==> config.mk <==
export PLATFORM = sky130hd
export DESIGN_NAME = lsu_mem_master
export DESIGN_NICKNAME = d
export VERILOG_FILES = /design/src/rtl/lsu_mem_master.sv
export SDC_FILE = /design/constraint.sdc
export NUM_CORES = 1
export LEC_CHECK = 0
export CORE_ASPECT_RATIO = 0.7
export CORE_MARGIN = 2
export CORE_UTILIZATION = 40
export DETAILED_ROUTE_END_ITERATION = 8
export GPL_ROUTABILITY_DRIVEN = 1
export PLACE_DENSITY = 0.78
export RECOVER_POWER = 50
export SLEW_MARGIN = 40
export SYNTH_ARGS = -nofsm -noshare
export SYNTH_HDL_FRONTEND = slang
export SYNTH_SLANG_ARGS = --single-unit
==> constraint.sdc <==
create_clock -name clk -period 2.02 [get_ports clk]
set_clock_uncertainty 0.05 [all_clocks]
set_input_delay 0.404 -clock clk [delete_from_list [all_inputs] [get_ports clk]]
set_output_delay 0.404 -clock clk [all_outputs]
set_load 0.005 [all_outputs]
==> src/rtl/lsu_mem_master.sv <==
// rtl/lsu_mem_master.sv - RISC-V load/store initiator for a word-wide, word-writable data memory
// Define LSU_SUBWORD_EN to build B/H/BU/HU lane handling and the sub-word read-modify-write path.
module lsu_mem_master #(
  parameter int MEM_SIZE = 1024,
  parameter int WORD     = 32
) (
  input  logic            clk,
  input  logic            rst,
  input  logic            req_valid,
  output logic            req_ready,
  input  logic            req_we,
  input  logic [2:0]      req_funct3,
  input  logic [31:0]     req_addr,
  input  logic [WORD-1:0] req_wdata,
  output logic            resp_valid,
  output logic [WORD-1:0] resp_rdata,
  output logic            resp_err,
  output logic            mem_we,
  output logic [31:0]     mem_address,
  output logic [WORD-1:0] mem_w_data,
  input  logic [WORD-1:0] mem_r_data
);

`ifdef LSU_SUBWORD_EN
  typedef enum logic [2:0] {
    IDLE   = 3'd0,
    LD     = 3'd1,
    ST     = 3'd2,
    RMW_RD = 3'd3,
    RMW_WR = 3'd4,
    ERR    = 3'd5,
    RESP   = 3'd6
  } state_t;

  localparam logic [2:0] F3_B  = 3'b000;
  localparam logic [2:0] F3_H  = 3'b001;
  localparam logic [2:0] F3_BU = 3'b100;
  localparam logic [2:0] F3_HU = 3'b101;
`else
  typedef enum logic [2:0] {
    IDLE = 3'd0,
    LD   = 3'd1,
    ST   = 3'd2,
    ERR  = 3'd5,
    RESP = 3'd6
  } state_t;
`endif

  localparam logic [2:0]  F3_W       = 3'b010;
  localparam logic [31:0] ADDR_LIMIT = 32'(MEM_SIZE * 4);

  state_t          state_q, state_d;
  logic [31:2]     waddr_q, waddr_d;
  logic [WORD-1:0] wdata_q, wdata_d;
  logic [WORD-1:0] rdata_q, rdata_d;
  logic            err_q, err_d;
  logic            illegal;
  logic [WORD-1:0] load_val;

`ifdef LSU_SUBWORD_EN
  logic [1:0]      lane_q, lane_d;
  logic [2:0]      funct3_q, funct3_d;
  logic [WORD-1:0] merged_q, merged_d;
  logic [WORD-1:0] merge_word;
  logic [7:0]      byte_sel;
  logic [15:0]     half_sel;
`endif

  // Legality is decided from the live request so the accept cycle already knows the path.
  always_comb begin
    illegal = (req_addr >= ADDR_LIMIT);
`ifdef LSU_SUBWORD_EN
    case (req_funct3)
      F3_B:    illegal = illegal;
      F3_BU:   illegal = illegal | req_we;
      F3_H:    illegal = illegal | req_addr[0];
      F3_HU:   illegal = illegal | req_we | req_addr[0];
      F3_W:    illegal = illegal | (req_addr[1:0] != 2'b00);
      default: illegal = 1'b1;
    endcase
`else
    if ((req_funct3 != F3_W) || (req_addr[1:0] != 2'b00)) begin
      illegal = 1'b1;
    end
`endif
  end

`ifdef LSU_SUBWORD_EN
  // Lane extraction for loads and lane replacement for the RMW merge.
  always_comb begin
    byte_sel   = mem_r_data[{lane_q, 3'b000} +: 8];
    half_sel   = mem_r_data[{lane_q[1], 4'b0000} +: 16];
    merge_word = mem_r_data;
    if (funct3_q[0]) begin
      merge_word[{lane_q[1], 4'b0000} +: 16] = wdata_q[15:0];
    end else begin
      merge_word[{lane_q, 3'b000} +: 8] = wdata_q[7:0];
    end
    case (funct3_q)
      F3_B:    load_val = {{24{byte_sel[7]}}, byte_sel};
      F3_H:    load_val = {{16{half_sel[15]}}, half_sel};
      F3_BU:   load_val = {24'h000000, byte_sel};
      F3_HU:   load_val = {16'h0000, half_sel};
      default: load_val = mem_r_data;
    endcase
  end
`else
  assign load_val = mem_r_data;
`endif

  always_comb begin
    state_d     = state_q;
    waddr_d     = waddr_q;
    wdata_d     = wdata_q;
    rdata_d     = rdata_q;
    err_d       = err_q;
`ifdef LSU_SUBWORD_EN
    lane_d      = lane_q;
    funct3_d    = funct3_q;
    merged_d    = merged_q;
`endif
    req_ready   = (state_q == IDLE);
    resp_valid  = 1'b0;
    mem_we      = 1'b0;
    mem_address = 32'h0;
    mem_w_data  = '0;

    case (state_q)
      IDLE: begin
        if (req_valid) begin
          waddr_d = req_addr[31:2];
          wdata_d = req_wdata;
          rdata_d = '0;
          err_d   = 1'b0;
`ifdef LSU_SUBWORD_EN
          lane_d   = req_addr[1:0];
          funct3_d = req_funct3;
`endif
          if (illegal) begin
            state_d = ERR;
          end else if (!req_we) begin
            state_d = LD;
`ifdef LSU_SUBWORD_EN
          end else if (req_funct3 != F3_W) begin
            state_d = RMW_RD;
`endif
          end else begin
            state_d = ST;
          end
        end
      end
      LD: begin
        mem_address = {waddr_q, 2'b00};
        rdata_d     = load_val;
        state_d     = RESP;
      end
      ST: begin
        mem_we      = 1'b1;
        mem_address = {waddr_q, 2'b00};
        mem_w_data  = wdata_q;
        state_d     = RESP;
      end
`ifdef LSU_SUBWORD_EN
      RMW_RD: begin
        mem_address = {waddr_q, 2'b00};
        merged_d    = merge_word;
        state_d     = RMW_WR;
      end
      RMW_WR: begin
        mem_we      = 1'b1;
        mem_address = {waddr_q, 2'b00};
        mem_w_data  = merged_q;
        state_d     = RESP;
      end
`endif
      ERR: begin
        err_d   = 1'b1;
        state_d = RESP;
      end
      RESP: begin
        resp_valid = 1'b1;
        state_d    = IDLE;
      end
      default: state_d = IDLE;
    endcase
  end

  assign resp_rdata = rdata_q;
  assign resp_err   = err_q;

  // A write issued in the reset cycle still lands: mem_we is combinational from the current state.
  always_ff @(posedge clk) begin
    if (rst) begin
      state_q  <= IDLE;
      waddr_q  <= '0;
      wdata_q  <= '0;
      rdata_q  <= '0;
      err_q    <= 1'b0;
`ifdef LSU_SUBWORD_EN
      lane_q   <= 2'b00;
      funct3_q <= 3'b000;
      merged_q <= '0;
`endif
    end else begin
      state_q  <= state_d;
      waddr_q  <= waddr_d;
      wdata_q  <= wdata_d;
      rdata_q  <= rdata_d;
      err_q    <= err_d;
`ifdef LSU_SUBWORD_EN
      lane_q   <= lane_d;
      funct3_q <= funct3_d;
      merged_q <= merged_d;
`endif
    end
  end

endmodule
==> flow_metrics.tcl <==
set metrics [dict create \
    finalWorstPathRequiredPeriod_ns 2.14 \
    dpl-instance-area_um2 6120 \
    num-nets-final 827 \
    crit_arrival_ns 1.68 \
    violations "setup timing" \
    post_synth.cell_area_avg_um2 7.68 \
    layout.cell_area.non_filler_um2 6650 \
    cts_made_buffers 9 \
    fmaxAchievable_mhz 468 \
    p_comb_frac 0.192 \
    grt_antenna_before_repair 0 \
    seq_power_share 0.426 \
    ys_ff_latch 98 \
    clk_sink_count 98 \
    antenna_fix_cells 0 \
    track_usage 0.235 \
    timing_worst_setup_path_type "register to primary output" \
    fraction_of_layout_cells_with_a_size_suffix_above_1 0.195 \
    clk-insertion-delay-late_ns 0.33 \
    power.share.clock 0.382 \
    firstDrtPassIters 4 \
    totalWireLength_um 12900 \
    grt_start_max_net_pins 57 \
    cts_max_path_buffers 2 \
    worst_path_most_repeated_cell "sky130_fd_sc_hd__nor2b_4" \
    power.density_cell_area_nw_per_um2 759 \
    ys.warnings.count 0 \
    ratio_of_final_minimum_period_to_clock_period 1.06 \
    route.antenna.remaining_nets 0 \
    p_switching_mw 1.23 \
    cp_num_buf_inv 3 \
    reg_clk_slew_reported_paths_ns 0.06 \
    boundaryPins 203 \
    setup_slack_ns -0.119 \
    port-buffer-count 200 \
    setup.worst_path.end_class "primary output" \
    floorplan.initialDensity 0.412 \
    cts_root_cell "sky130_fd_sc_hd__clkbuf_16" \
    timing.critical_path.from_type "register" \
    layout-area-overhead-vs-synth_pct 66.4 \
    fp.dieW_um 123 \
    post_cts_hold_buffer_count 0 \
    worst-slew-pin-transition_ns 0.644 \
    detailedRoute.firstIterationViolations 244 \
    cp_slowest_cell "sky130_fd_sc_hd__dfxtp_2" \
    routed_wire_length_per_instance_um 15.0 \
    placed_cells 821 \
    finish.cell_count_without_fillers 856 \
    run_status "finished, violations left" \
    worst-endpoint-required_ns 1.57 \
    swShare 0.244 \
    chipHeight_um 87.6 \
    crit_path_max_incr_delay_ns 0.36 \
    num_vias 4225 \
    grt_setup_unrepaired "true" \
    timing.max_cap.violations 0 \
    first_global_vias 4127 \
    final-max-slew-violation-count 0 \
    post_synth_inst_count 520 \
    finalSetupViolations 25 \
    average_vias_per_placed_instance 4.94 \
    layout.cells.most_common_list "sky130_fd_sc_hd__nand2_1, sky130_fd_sc_hd__clkdlybuf4s50_1, sky130_fd_sc_hd__a21oi_1, sky130_fd_sc_hd__dfxtp_1, sky130_fd_sc_hd__nand3_1" \
    grt_first_pass_wirelength_um 19800 \
    min_path_type "input pin to register" \
    rows 30 \
    critical_path.max_fanout 20 \
    yosys.cell_types.count 28 \
    htree_levels 3 \
    cells_along_the_critical_path "buf_6 -> nor2b_4 -> nor2b_4 -> nor2_4 -> buf_12 -> nor2b_2 -> clkdlybuf4s15_2" \
    tritoncts_clock_tree "done" \
    maxSlewHeadroom 0.570 \
    die-area_um2 10800 \
    worst_supply_voltage_drop_on_vdd_mv 0.494 \
    number_of_hold_violations_in_the_final_report 0 \
    dp.final_hpwl_um 8360 \
    overflow_after_grt 0 \
    synth.cell_area_um2 3990 \
    timing.critical_path.max_delay_family "simple AND/OR/NAND/NOR gates" \
    p_int_mw 3.81 \
    ys_seq_area_frac 0.491 \
    utilization 0.686 \
    leakagePower_nw 2.66 \
    finalWeightedCongestion 0.809 \
    core_um2 9680 \
    drc 0 \
    commonest_non_fill_non_tap_cell_in_the_layout "sky130_fd_sc_hd__nand2_1" \
]
[logic make-up (layout without fill, tap and decap cells)]
logic type	count (synthesis)	after routing	share of synthesized area
AOI/OAI and AO/OA	99	99	0.126
and+or+nand+nor	278	278	0.326
DFF	98	98	0.491
buffers and inverters	44	251	0.0561
other	1	2	0.000939
[state kept, by name, summed over array words and instances (netlist names)]
register / count
resp_rdata: 32
wdata_q: 32
waddr_q: 30
state_q: 3
resp_err: 1
[Yosys cell counts]
cell,count,share of area
sky130_fd_sc_hd__dfxtp_1,98,0.49
sky130_fd_sc_hd__buf_2,11,0.014
sky130_fd_sc_hd__clkbuf_1,19,0.018
sky130_fd_sc_hd__conb_1,1,0.00094
sky130_fd_sc_hd__nor2_1,7,0.0066
sky130_fd_sc_hd__buf_4,12,0.023
sky130_fd_sc_hd__o21ai_0,1,0.0013
sky130_fd_sc_hd__nand2_1,160,0.15
sky130_fd_sc_hd__buf_1,1,0.00094
sky130_fd_sc_hd__o41ai_1,1,0.0022
sky130_fd_sc_hd__nor3_2,1,0.0025
sky130_fd_sc_hd__or3_1,1,0.0016
sky130_fd_sc_hd__or4b_1,1,0.0025
sky130_fd_sc_hd__o22ai_1,1,0.0016
sky130_fd_sc_hd__nand2b_1,1,0.0016
sky130_fd_sc_hd__a21oi_1,95,0.12
sky130_fd_sc_hd__nor4b_1,1,0.0022
sky130_fd_sc_hd__nand3_1,32,0.040
sky130_fd_sc_hd__and3b_1,1,0.0022
sky130_fd_sc_hd__nor2b_2,1,0.0022
sky130_fd_sc_hd__and2_1,33,0.052
sky130_fd_sc_hd__nor2b_1,31,0.049
sky130_fd_sc_hd__a31o_1,1,0.0022
sky130_fd_sc_hd__nor4_1,4,0.0063
sky130_fd_sc_hd__nor3_1,2,0.0025
sky130_fd_sc_hd__nand4_1,1,0.0016
sky130_fd_sc_hd__nor3b_2,1,0.0031
sky130_fd_sc_hd__inv_1,1,0.00094
[final cells by class]
type | instances | area [µm²]
clock buffer | 10 | 239
clock inverter | 5 | 103
fill | 770 | 3040
inverter | 1 | 3.75
multi-input combinational | 379 | 1920
sequential | 98 | 1970
tap | 128 | 160
timing repair buffer | 235 | 2250
[power groups by stage]
stage                     Sequential (mW)  Clock, mW  Combinational (mW)
after detailed placement             2.18          0               0.886
after global routing                 2.16       2.05                1.05
after global placement               2.18          0               0.865
after floorplan                      2.17          0               0.429
final                                2.15       1.93               0.969
after CTS                            2.14       1.97               0.990
[worst register-to-register path, stage by stage, from the launching register on]
cell and delay (ns):
sky130_fd_sc_hd__dfxtp_2 0.34, sky130_fd_sc_hd__buf_6 0.12, sky130_fd_sc_hd__buf_4 0.12, sky130_fd_sc_hd__buf_4 0.14, sky130_fd_sc_hd__nor3_2 0.22, sky130_fd_sc_hd__and2_2 0.23
sky130_fd_sc_hd__clkbuf_1 0.39, sky130_fd_sc_hd__nand2_1 0.14, sky130_fd_sc_hd__a21oi_1 0.15
[repair_timing]
item,4_1_cts,5_1_grt
setup endpoints to repair,64,61
resized for setup,223,65
cloned,4,2
pin swaps,9,8
setup buffers,15,4
[routing by layer]
layer	vias to the layer above	global-route usage	routed length, µm	share of wire
li1	2094	-	-	-
met4	0	0.0671	167	0.013
met1	1954	0.295	5720	0.44
met2	161	0.393	6010	0.47
met3	16	0.0703	973	0.076
met5	-	0	0	0
[metrics by stage]
| step | hold slack, ns | power [mW] | setup slack (ns) | TNS, ns |
|---|---|---|---|---|
| global route | 0.398 | 5.26 | -0.208 | -4.61 |
| finish | 0.372 | 5.04 | -0.119 | -0.901 |
| floorplan | 0.382 | 2.60 | 0.345 | 0 |
| CTS | 0.351 | 5.10 | -0.179 | -2.74 |
| global placement | 0.387 | 3.04 | -0.00779 | -0.0254 |
| detailed placement | 0.392 | 3.07 | -0.0679 | -1.39 |
[worst paths after layout]
check,from,depth (start not counted),slack (ns),to
worst max-delay path,state_q[0]$_SDFFE_PP0P_,7,-0.12,mem_address[21]
worst min-delay path,rst,4,0.37,resp_err$_SDFFE_PP0P_
worst max register to register,state_q[0]$_SDFFE_PP0P_,8,0.06,waddr_q[7]$_SDFFE_PP0P_
worst min register to register,waddr_q[3]$_SDFFE_PP0P_,2,0.40,waddr_q[3]$_SDFFE_PP0P_
No activity file was read; power rests on OpenSTA's default activity.
